<file path="src/rtl/l1_tlb_refill_ctrl_pkg.sv">
// Shared constants, FSM state type and helpers for the L1 TLB miss/refill controller.
package l1_tlb_pkg;

  localparam int L1TLB_ENTRIES = 8;
  localparam int L1TLB_IDX_W   = 3;

  typedef enum logic [1:0] {
    S_READY    = 2'd0,
    S_REQUEST  = 2'd1,
    S_WAIT     = 2'd2,
    S_WAIT_INV = 2'd3
  } l1tlb_state_e;

  // Scanning downward leaves the lowest invalid index as the result.
  function automatic logic [L1TLB_IDX_W-1:0] first_invalid(input logic [L1TLB_ENTRIES-1:0] v);
    logic [L1TLB_IDX_W-1:0] r;
    r = '0;
    for (int i = L1TLB_ENTRIES - 1; i >= 0; i--) begin
      if (!v[i]) r = L1TLB_IDX_W'(i);
    end
    return r;
  endfunction

endpackage

</file>
<file path="src/rtl/l1_tlb_refill_ctrl_if.sv">
// Request / L2 TLB / refill signal bundle of the L1 TLB refill controller.
interface l1_tlb_refill_ctrl_if #(
  parameter int VPN_W = 27
);
  import l1_tlb_pkg::*;

  logic                   io_req_valid;
  logic                   io_req_ready;
  logic [VPN_W-1:0]       io_req_bits_vpn;
  logic                   io_lookup_miss;
  logic                   io_hit_valid;
  logic [L1TLB_IDX_W-1:0] io_hit_idx;
  logic [L1TLB_ENTRIES-1:0] valid;
  logic                   io_ptw_invalidate;
  logic                   io_l2tlb_req_valid;
  logic                   io_l2tlb_req_ready;
  logic [VPN_W-1:0]       io_l2tlb_req_bits_vpn;
  logic                   io_l2tlb_resp_valid;
  logic                   io_refill_valid;
  logic [L1TLB_IDX_W-1:0] r_refill_waddr;
  logic [VPN_W-1:0]       r_refill_tag;
  logic                   io_miss_busy;

  modport master (
    output io_req_valid, io_req_bits_vpn, io_lookup_miss, io_hit_valid, io_hit_idx,
           valid, io_ptw_invalidate, io_l2tlb_req_ready, io_l2tlb_resp_valid,
    input  io_req_ready, io_l2tlb_req_valid, io_l2tlb_req_bits_vpn, io_refill_valid,
           r_refill_waddr, r_refill_tag, io_miss_busy
  );

  modport slave (
    input  io_req_valid, io_req_bits_vpn, io_lookup_miss, io_hit_valid, io_hit_idx,
           valid, io_ptw_invalidate, io_l2tlb_req_ready, io_l2tlb_resp_valid,
    output io_req_ready, io_l2tlb_req_valid, io_l2tlb_req_bits_vpn, io_refill_valid,
           r_refill_waddr, r_refill_tag, io_miss_busy
  );

endinterface

</file>
<file path="src/rtl/l1_tlb_refill_ctrl_plru8.sv">
// 8-leaf tree pseudo-LRU; root splits on idx[0], then idx[1], leaves on idx[2].
module l1_tlb_plru8
  import l1_tlb_pkg::*;
(
  input  logic                   clk,
  input  logic                   reset,
  input  logic                   touch_valid,
  input  logic [L1TLB_IDX_W-1:0] touch_idx,
  output logic [L1TLB_IDX_W-1:0] victim
);

  // Each node bit holds the index bit of the child the victim walk takes.
  logic [6:0] tree;
  logic       v0, v1, v2;

  always_ff @(posedge clk or posedge reset) begin
    if (reset) begin
      tree <= '0;
    end else if (touch_valid) begin
      tree[0]                              <= ~touch_idx[0];
      tree[3'd1 + {2'b00, touch_idx[0]}]   <= ~touch_idx[1];
      tree[3'd3 + {1'b0, touch_idx[1:0]}]  <= ~touch_idx[2];
    end
  end

  assign v0     = tree[0];
  assign v1     = tree[3'd1 + {2'b00, v0}];
  assign v2     = tree[3'd3 + {1'b0, v1, v0}];
  assign victim = {v2, v1, v0};

endmodule

</file>
<file path="src/rtl/l1_tlb_refill_ctrl.sv">
// L1 TLB miss/refill controller: victim pick, single L2 TLB request, gated refill strobe.
// Define L1TLB_PLRU_EN for tree pseudo-LRU replacement; otherwise round-robin.
module l1_tlb_refill_ctrl
  import l1_tlb_pkg::*;
#(
  parameter int ENTRIES = 8,
  parameter int VPN_W   = 27
) (
  input logic clk,
  input logic reset,
  l1_tlb_refill_ctrl_if.slave bus
);

  l1tlb_state_e           state;
  logic                   req_ready;
  logic                   l2_req_valid;
  logic                   miss_busy;
  logic                   refill_valid;
  logic [L1TLB_IDX_W-1:0] refill_waddr;
  logic [VPN_W-1:0]       refill_tag;
  logic [L1TLB_IDX_W-1:0] repl_idx;
  logic [L1TLB_IDX_W-1:0] victim_idx;
  logic [ENTRIES-1:0]     entry_valid;
  logic                   miss_start;

  assign entry_valid  = bus.valid;
  assign victim_idx   = (&entry_valid) ? repl_idx : first_invalid(entry_valid);
  assign miss_start   = bus.io_req_valid & bus.io_lookup_miss & ~bus.io_ptw_invalidate;
  // The raw L2 strobe only counts while a live (non-flushed) miss is waiting.
  assign refill_valid = (state == S_WAIT) & bus.io_l2tlb_resp_valid & ~bus.io_ptw_invalidate;

`ifdef L1TLB_PLRU_EN
  logic                   touch_valid;
  logic [L1TLB_IDX_W-1:0] touch_idx;

  assign touch_valid = refill_valid | bus.io_hit_valid;
  assign touch_idx   = refill_valid ? refill_waddr : bus.io_hit_idx;

  l1_tlb_plru8 u_plru (
    .clk         (clk),
    .reset       (reset),
    .touch_valid (touch_valid),
    .touch_idx   (touch_idx),
    .victim      (repl_idx)
  );
`else
  logic [L1TLB_IDX_W-1:0] rr_ptr;
  logic                   unused_hit;

  assign unused_hit = ^{bus.io_hit_valid, bus.io_hit_idx};

  always_ff @(posedge clk or posedge reset) begin
    if (reset)             rr_ptr <= '0;
    else if (refill_valid) rr_ptr <= rr_ptr + 1'b1;
  end

  assign repl_idx = rr_ptr;
`endif

  always_ff @(posedge clk or posedge reset) begin
    if (reset) begin
      state        <= S_READY;
      req_ready    <= 1'b1;
      l2_req_valid <= 1'b0;
      miss_busy    <= 1'b0;
      refill_waddr <= '0;
      refill_tag   <= '0;
    end else begin
      case (state)
        S_READY: begin
          if (miss_start) begin
            refill_tag   <= bus.io_req_bits_vpn;
            refill_waddr <= victim_idx;
            state        <= S_REQUEST;
            req_ready    <= 1'b0;
            l2_req_valid <= 1'b1;
            miss_busy    <= 1'b1;
          end
        end
        S_REQUEST: begin
          // A flush cancels the miss even if the L2 TLB is ready this cycle.
          if (bus.io_ptw_invalidate) begin
            state        <= S_READY;
            req_ready    <= 1'b1;
            l2_req_valid <= 1'b0;
            miss_busy    <= 1'b0;
          end else if (bus.io_l2tlb_req_ready) begin
            state        <= S_WAIT;
            l2_req_valid <= 1'b0;
          end
        end
        S_WAIT: begin
          if (bus.io_l2tlb_resp_valid) begin
            state     <= S_READY;
            req_ready <= 1'b1;
            miss_busy <= 1'b0;
          end else if (bus.io_ptw_invalidate) begin
            state <= S_WAIT_INV;
          end
        end
        S_WAIT_INV: begin
          if (bus.io_l2tlb_resp_valid) begin
            state     <= S_READY;
            req_ready <= 1'b1;
            miss_busy <= 1'b0;
          end
        end
        default: begin
          state        <= S_READY;
          req_ready    <= 1'b1;
          l2_req_valid <= 1'b0;
          miss_busy    <= 1'b0;
        end
      endcase
    end
  end

  assign bus.io_req_ready          = req_ready;
  assign bus.io_l2tlb_req_valid    = l2_req_valid;
  assign bus.io_l2tlb_req_bits_vpn = refill_tag;
  assign bus.io_refill_valid       = refill_valid;
  assign bus.r_refill_waddr        = refill_waddr;
  assign bus.r_refill_tag          = refill_tag;
  assign bus.io_miss_busy          = miss_busy;

endmodule

</file>
<file path="src/flat_wrapper.sv">
// flat-port wrapper written by rule: the top's interface ports become plain ports
module l1_tlb_refill_ctrl_flat import l1_tlb_pkg::*;
#(
  parameter int ENTRIES = 8,
  parameter int VPN_W   = 27
)
  (clk, reset, bus_io_req_valid, bus_io_req_bits_vpn, bus_io_lookup_miss, bus_io_hit_valid, bus_io_hit_idx, bus_valid, bus_io_ptw_invalidate, bus_io_l2tlb_req_ready, bus_io_l2tlb_resp_valid, bus_io_req_ready, bus_io_l2tlb_req_valid, bus_io_l2tlb_req_bits_vpn, bus_io_refill_valid, bus_r_refill_waddr, bus_r_refill_tag, bus_io_miss_busy);
  l1_tlb_refill_ctrl_if #(.VPN_W(VPN_W)) bus_i ();
  input logic clk;
  input logic reset;
  input wire logic [$bits(bus_i.io_req_valid)-1:0] bus_io_req_valid;
  input wire logic [$bits(bus_i.io_req_bits_vpn)-1:0] bus_io_req_bits_vpn;
  input wire logic [$bits(bus_i.io_lookup_miss)-1:0] bus_io_lookup_miss;
  input wire logic [$bits(bus_i.io_hit_valid)-1:0] bus_io_hit_valid;
  input wire logic [$bits(bus_i.io_hit_idx)-1:0] bus_io_hit_idx;
  input wire logic [$bits(bus_i.valid)-1:0] bus_valid;
  input wire logic [$bits(bus_i.io_ptw_invalidate)-1:0] bus_io_ptw_invalidate;
  input wire logic [$bits(bus_i.io_l2tlb_req_ready)-1:0] bus_io_l2tlb_req_ready;
  input wire logic [$bits(bus_i.io_l2tlb_resp_valid)-1:0] bus_io_l2tlb_resp_valid;
  output wire logic [$bits(bus_i.io_req_ready)-1:0] bus_io_req_ready;
  output wire logic [$bits(bus_i.io_l2tlb_req_valid)-1:0] bus_io_l2tlb_req_valid;
  output wire logic [$bits(bus_i.io_l2tlb_req_bits_vpn)-1:0] bus_io_l2tlb_req_bits_vpn;
  output wire logic [$bits(bus_i.io_refill_valid)-1:0] bus_io_refill_valid;
  output wire logic [$bits(bus_i.r_refill_waddr)-1:0] bus_r_refill_waddr;
  output wire logic [$bits(bus_i.r_refill_tag)-1:0] bus_r_refill_tag;
  output wire logic [$bits(bus_i.io_miss_busy)-1:0] bus_io_miss_busy;
  assign bus_i.io_req_valid = bus_io_req_valid;
  assign bus_i.io_req_bits_vpn = bus_io_req_bits_vpn;
  assign bus_i.io_lookup_miss = bus_io_lookup_miss;
  assign bus_i.io_hit_valid = bus_io_hit_valid;
  assign bus_i.io_hit_idx = bus_io_hit_idx;
  assign bus_i.valid = bus_valid;
  assign bus_i.io_ptw_invalidate = bus_io_ptw_invalidate;
  assign bus_i.io_l2tlb_req_ready = bus_io_l2tlb_req_ready;
  assign bus_i.io_l2tlb_resp_valid = bus_io_l2tlb_resp_valid;
  assign bus_io_req_ready = bus_i.io_req_ready;
  assign bus_io_l2tlb_req_valid = bus_i.io_l2tlb_req_valid;
  assign bus_io_l2tlb_req_bits_vpn = bus_i.io_l2tlb_req_bits_vpn;
  assign bus_io_refill_valid = bus_i.io_refill_valid;
  assign bus_r_refill_waddr = bus_i.r_refill_waddr;
  assign bus_r_refill_tag = bus_i.r_refill_tag;
  assign bus_io_miss_busy = bus_i.io_miss_busy;
  l1_tlb_refill_ctrl #(.ENTRIES(ENTRIES), .VPN_W(VPN_W)) u_core (.clk(clk), .reset(reset), .bus(bus_i));
endmodule
</file>
<file path="config.mk">
export PLATFORM = sky130hd
export DESIGN_NAME = l1_tlb_refill_ctrl_flat
export DESIGN_NICKNAME = d
export VERILOG_FILES = /design/src/rtl/l1_tlb_refill_ctrl_pkg.sv /design/src/rtl/l1_tlb_refill_ctrl_if.sv /design/src/rtl/l1_tlb_refill_ctrl_plru8.sv /design/src/rtl/l1_tlb_refill_ctrl.sv /design/src/flat_wrapper.sv
export SDC_FILE = /design/constraint.sdc
export NUM_CORES = 1
export LEC_CHECK = 0
export CORE_MARGIN = 10
export CORE_UTILIZATION = 42
export CTS_BUF_LIST = sky130_fd_sc_hd__clkbuf_8
export DETAILED_ROUTE_END_ITERATION = 6
export PLACE_DENSITY_LB_ADDON = 0.1
export SLEW_MARGIN = 0
export SYNTH_ARGS = -nofsm -noshare
export SYNTH_HDL_FRONTEND = slang
export SYNTH_SLANG_ARGS = --single-unit
</file>
<file path="constraint.sdc">
create_clock -name clk -period 4.4 [get_ports clk]
set_clock_uncertainty 0.1 [all_clocks]
set_input_delay 0.88 -clock clk [delete_from_list [all_inputs] [get_ports clk]]
set_output_delay 0.88 -clock clk [all_outputs]
set_load 0.01 [all_outputs]
</file>
After elaboration in Yosys (flattened, before gate mapping)
Index checks and enable logic that the tools add are counted.
{"block": "op_classes", "addsub": 1, "mul": 0, "div_mod_pow": 0, "n_lt_le_gt_ge": 0, "eq_ne": 9, "shift": 0, "n_mux": 27, "bitwise": 5, "reduce_logical": 8}
{"operator": "$mux W3", "n": 9}
{"operator": "$mux W2", "n": 6}
{"operator": "$mux W1", "n": 8}
{"operator": "$pmux W2 S4", "n": 1}
{"operator": "$reduce_and A8 Y1", "n": 1}
{"operator": "$ne A3 B3 Y1 const B", "n": 2}
{"operator": "$pmux W1 S3", "n": 2}
{"operator": "$reduce_and A3 Y1", "n": 2}
{"operator": "$and A1 B1 Y1", "n": 4}
{"operator": "$eq A2 B2 Y1 const B", "n": 2}
{"operator": "$ne A2 B1 Y1 const B", "n": 2}
{"operator": "$ne A2 B2 Y1 const B", "n": 2}
{"operator": "$reduce_and A4 Y1", "n": 1}
{"operator": "$add A3 B1 Y3 const B", "n": 1}
{"operator": "$eq A2 B1 Y1 const B", "n": 1}
{"operator": "$logic_not A2 Y1", "n": 1}
{"operator": "$pmux W1 S2", "n": 1}
{"operator": "$reduce_and A2 Y1", "n": 1}
{"operator": "$reduce_bool A2 Y1", "n": 1}
{"operator": "$reduce_or A2 Y1", "n": 1}
{"operator": "$not A1 Y1", "n": 1}
{"block": "totals", "register_bits": 38, "latchBits": 0, "mem_bits_rw": 0, "rom_bits": 0, "inputBits": 46, "out_inout_bits": 61, "word_cells": 57, "mem_count": 0}

Logic depth before layout (Yosys ltp)
{"block": "depth", "depth_word": 9, "mapped_depth": 5, "ltp_nobuf": 4}

Worst setup path before layout
No wires, ideal clock.
{"block": "synth_path", "kind": "input to output", "from": "input port bus_io_ptw_invalidate", "to": "output port bus_io_refill_valid", "arrival_ns": 1.359, "required_ns": 3.420, "slack_ns": 2.061, "stages": 2, "path_cell_list": "buf_4 > nor3_2"}
{"block": "synth_via", "elab_chain_cells": 2}
{"element": "start, declared", "line_no": "flat_wrapper.sv:17", "rtl": "input wire logic [$bits(bus_i.io_ptw_invalidate)-1:0] bus_io_ptw_invalidate;"}
{"element": "$not A1 Y1", "line_no": "l1_tlb_refill_ctrl.sv:30", "rtl": "assign refill_valid = (state == S_WAIT) & bus.io_l2tlb_resp_valid & ~bus.io_ptw_invalidate;"}
{"element": "$and A1 B1 Y1", "line_no": "l1_tlb_refill_ctrl.sv:30"}
{"element": "end, declared", "line_no": "flat_wrapper.sv:23", "rtl": "output wire logic [$bits(bus_i.io_refill_valid)-1:0] bus_io_refill_valid;"}
Every way passes these cells.

Worst setup path after layout
Same ends and word-level chain as after synthesis.

==> impl_metrics.toml <==
[status]
status = "finished, final reports clean"

[detailed_routing]
num_vias = 1364
drtAntennaViolNets = 0
drt-initial-drc-count = 48
routedWlPerCell_um = 17.1
route.final.wire_length_um = 4740
routed_via_density = 4.92
drc = 0
drt_pass1_iterations = 4

[clock_network]
cts_buffers = 5
tritoncts = "done"
cts_hold_buf = 0
cts_setup_buffers = 0
cts_buffer_depth = 2
clock_insertion_delay_worst_skew_ps = 280
clkSinkCount = 38
clk_pin_slew_ps = 70
htree_levels = 2
cts_repair_resize_count = 0
cts_root_buffer = "sky130_fd_sc_hd__clkbuf_8"

[cells_and_area]
fin_util_pct = 65.4
fillCellCount = 332
final_common_cell = "sky130_fd_sc_hd__clkdlybuf4s50_1"
count_of_nets_after_finishing = 271
layout.cells.most_common_list = "sky130_fd_sc_hd__clkdlybuf4s50_1 (102), sky130_fd_sc_hd__dfrtp_1 (37), sky130_fd_sc_hd__mux2_4 (20)"
post_layout_nonfiller_instances = 277
antenna-diode-count = 0
layout-drive-gt1-share_pct = 16.4
area_grow_syn2layout_pct = 50.7

[setup_path]
type_of_the_worst_setup_path = "input pin to output port"
critical_path.cell_chain = "clkdlybuf4s50_1, nor3_2, clkdlybuf4s50_1"
cp.arrival_ps = 2440
crit_slowest_cell = "sky130_fd_sc_hd__clkdlybuf4s50_1"
critPathCaptureType = "output port"
critical-path-max-stage-delay_ps = 600
cp.required_ps = 3420
critPathMaxFanout = 9
worstSetupStartpointType = "input pin"
path_common_cell = "sky130_fd_sc_hd__clkdlybuf4s50_1"

[sta]
final.min_clock_period_ps = 3420
final_worst_setup_slack_ps = 980
unrepaired_setup_endpoints_after_global_routing = "false"
count_of_final_hold_check_violations = 0
report.final.setup_viol = 0
tightestPinTransition_ps = 476
finalCritPeriodShare_pct = 77.7
maxSlewViolCount = 0
max_fclk_mhz = 292
final.setup.tns_ps = 0
max_slew_margin_pct = 68.3

[global_route]
globalRouteOverflowTotal = 0
grt_first_pass_wirelength_um = 7270
grt_util_all_layers_pct = 12.1
grt_pass1_vias = 1437
gr-usage-met2_pct = 21.1
globalRoute.busiestLayer = "met2"
global_route.usage.met1_pct = 12.7
grt_start_max_net_pins = 39
global_route.usage.met3_pct = 5.34
antenna_violations_before_repair = 0

[die]
placement_rows = 24
dieHeight_um = 87.1
die_width_um = 87.1
floorplan.io_pins = 107
coreArea_um2 = 4350
die-area_um2 = 7580
floorplan.initialDensity_pct = 43.4

[yosys]
synth_nets = 192
register_area_share_after_synthesis_pct = 50.4
synth.distinct_cells = 30
syn-instance-count = 145
synth.area.top_cells = "sky130_fd_sc_hd__dfrtp_1 (49%), sky130_fd_sc_hd__mux2_4 (16%), sky130_fd_sc_hd__buf_4 (11%)"
syn_avg_cell_area_um2 = 13.0
synth-main-ff-cell = "sky130_fd_sc_hd__dfrtp_1"
ys_ff_latch = 38
synth_top_area_share_pct = 49.0
synthesis.yosys.warnings = 0
cell_type_with_the_highest_aggregate_area_in_the_netlist = "sky130_fd_sc_hd__dfrtp_1"
ys_async_sr_fraction_pct = 100
number_of_flops_mapped_to_enable_cells_by_yosys = 0
synth_area_um2 = 1890

[place]
place.detailed.instances = 269
io_buffers = 102
place_hpwl_um = 3780
dp_slack_ps = 966
place_congestion = 0.813

[flow_run]
cap_violations = 0

[min_path]
timing.hold.worst.class = "flop to flop"

[pwr]
power.ir.vdd_worst_mv = 0.203
totalPowerFinal_w = 0.00136
power_per_cell_area_nw_per_um2 = 479
total_leakage_power_nw = 1.21
-- Yosys cell counts, types with 3 or more instances --
library cell	count
sky130_fd_sc_hd__mux2_2	3
sky130_fd_sc_hd__mux2_4	20
sky130_fd_sc_hd__mux2_1	7
sky130_fd_sc_hd__o21ai_0	4
sky130_fd_sc_hd__buf_4	28
sky130_fd_sc_hd__nor2_1	5
sky130_fd_sc_hd__inv_1	3
sky130_fd_sc_hd__dfrtp_1	37
sky130_fd_sc_hd__buf_6	4
sky130_fd_sc_hd__nand2_1	8
sky130_fd_sc_hd__a21oi_1	3
-- power breakdown --
group	switching [W]	leakage (nW)	internal [W]
Combinational	0.000194	0.695	0.000371
Sequential	0.0000721	0.458	0.000443
Clock	0.000118	0.0579	0.000167
Total	0.000385	1.21	0.000980
-- critical path: cells and delay by family --
family                 cells  cell delay, ps
buffers and inverters      2            1200
and+or+nand+nor            1             360
-- stage by stage --
| step | hold WS, ps | instance area (µm²) |
|---|---|---|
| after floorplan | 345 | 1890 |
| after global placement | 366 | 2740 |
| after detailed placement | 368 | 2740 |
| after CTS | 380 | 2850 |
| after global routing | 422 | 2850 |
| final | 380 | 2850 |
-- cells by family (layout without fill, tap and decap cells) --
group / count (synthesis) / count (layout) / synth area share [%]
XOR/XNOR: 2 / 2 / 0.927
AO/OA/AOI/OAI: 14 / 14 / 4.64
buffers and inverters: 36 / 116 / 14.4
AND/OR/NAND/NOR: 24 / 24 / 7.15
adder cells (fa/ha/maj): 1 / 1 / 0.662
flip-flops: 38 / 38 / 50.4
multiplexers: 30 / 30 / 21.9
-- final cells by class --
cell class                      instances  area (µm²)  area share, %
Clock buffer                            5        68.8           2.42
Clock inverter                          3        40.0           1.41
Inverter                                3        11.3          0.396
Multi-Input combinational cell         71         666           23.4
Sequential cell                        38         952           33.5
Tap cell                               52        65.1           2.29
Timing Repair Buffer                  105        1040           36.7
-- registers in the layout (all words and copies together) (netlist names) --
name                              flops
u_core.bus.io_l2tlb_req_bits_vpn     27
u_core.bus.r_refill_waddr             3
u_core.repl_idx                       3
u_core.state                          2
u_core.bus.io_l2tlb_req_valid         1
u_core.bus.io_miss_busy               1
u_core.bus.io_req_ready               1
-- final timing paths --
kind,cells past startpoint,slack [ps],startpoint,end
min reg2reg,1,380,u_core.repl_idx[2],u_core.repl_idx[2]
max reg2reg,3,2660,u_core.state[0],u_core.bus.io_l2tlb_req_bits_vpn[4]
max,3,980,bus_io_ptw_invalidate,bus_io_refill_valid
min,1,380,u_core.repl_idx[2],u_core.repl_idx[2]
min in group asynchronous,3,940,reset,u_core.bus.io_l2tlb_req_bits_vpn[0]
max in group asynchronous,3,2900,reset,u_core.bus.io_req_ready
-- layer usage --
metal / routed length (µm) / part of all wire [%]
met5: 0 / 0
met4: 43 / 0.91
met3: 523 / 11
met2: 2380 / 50
met1: 1800 / 38
Power figures use the tool's default switching activity.
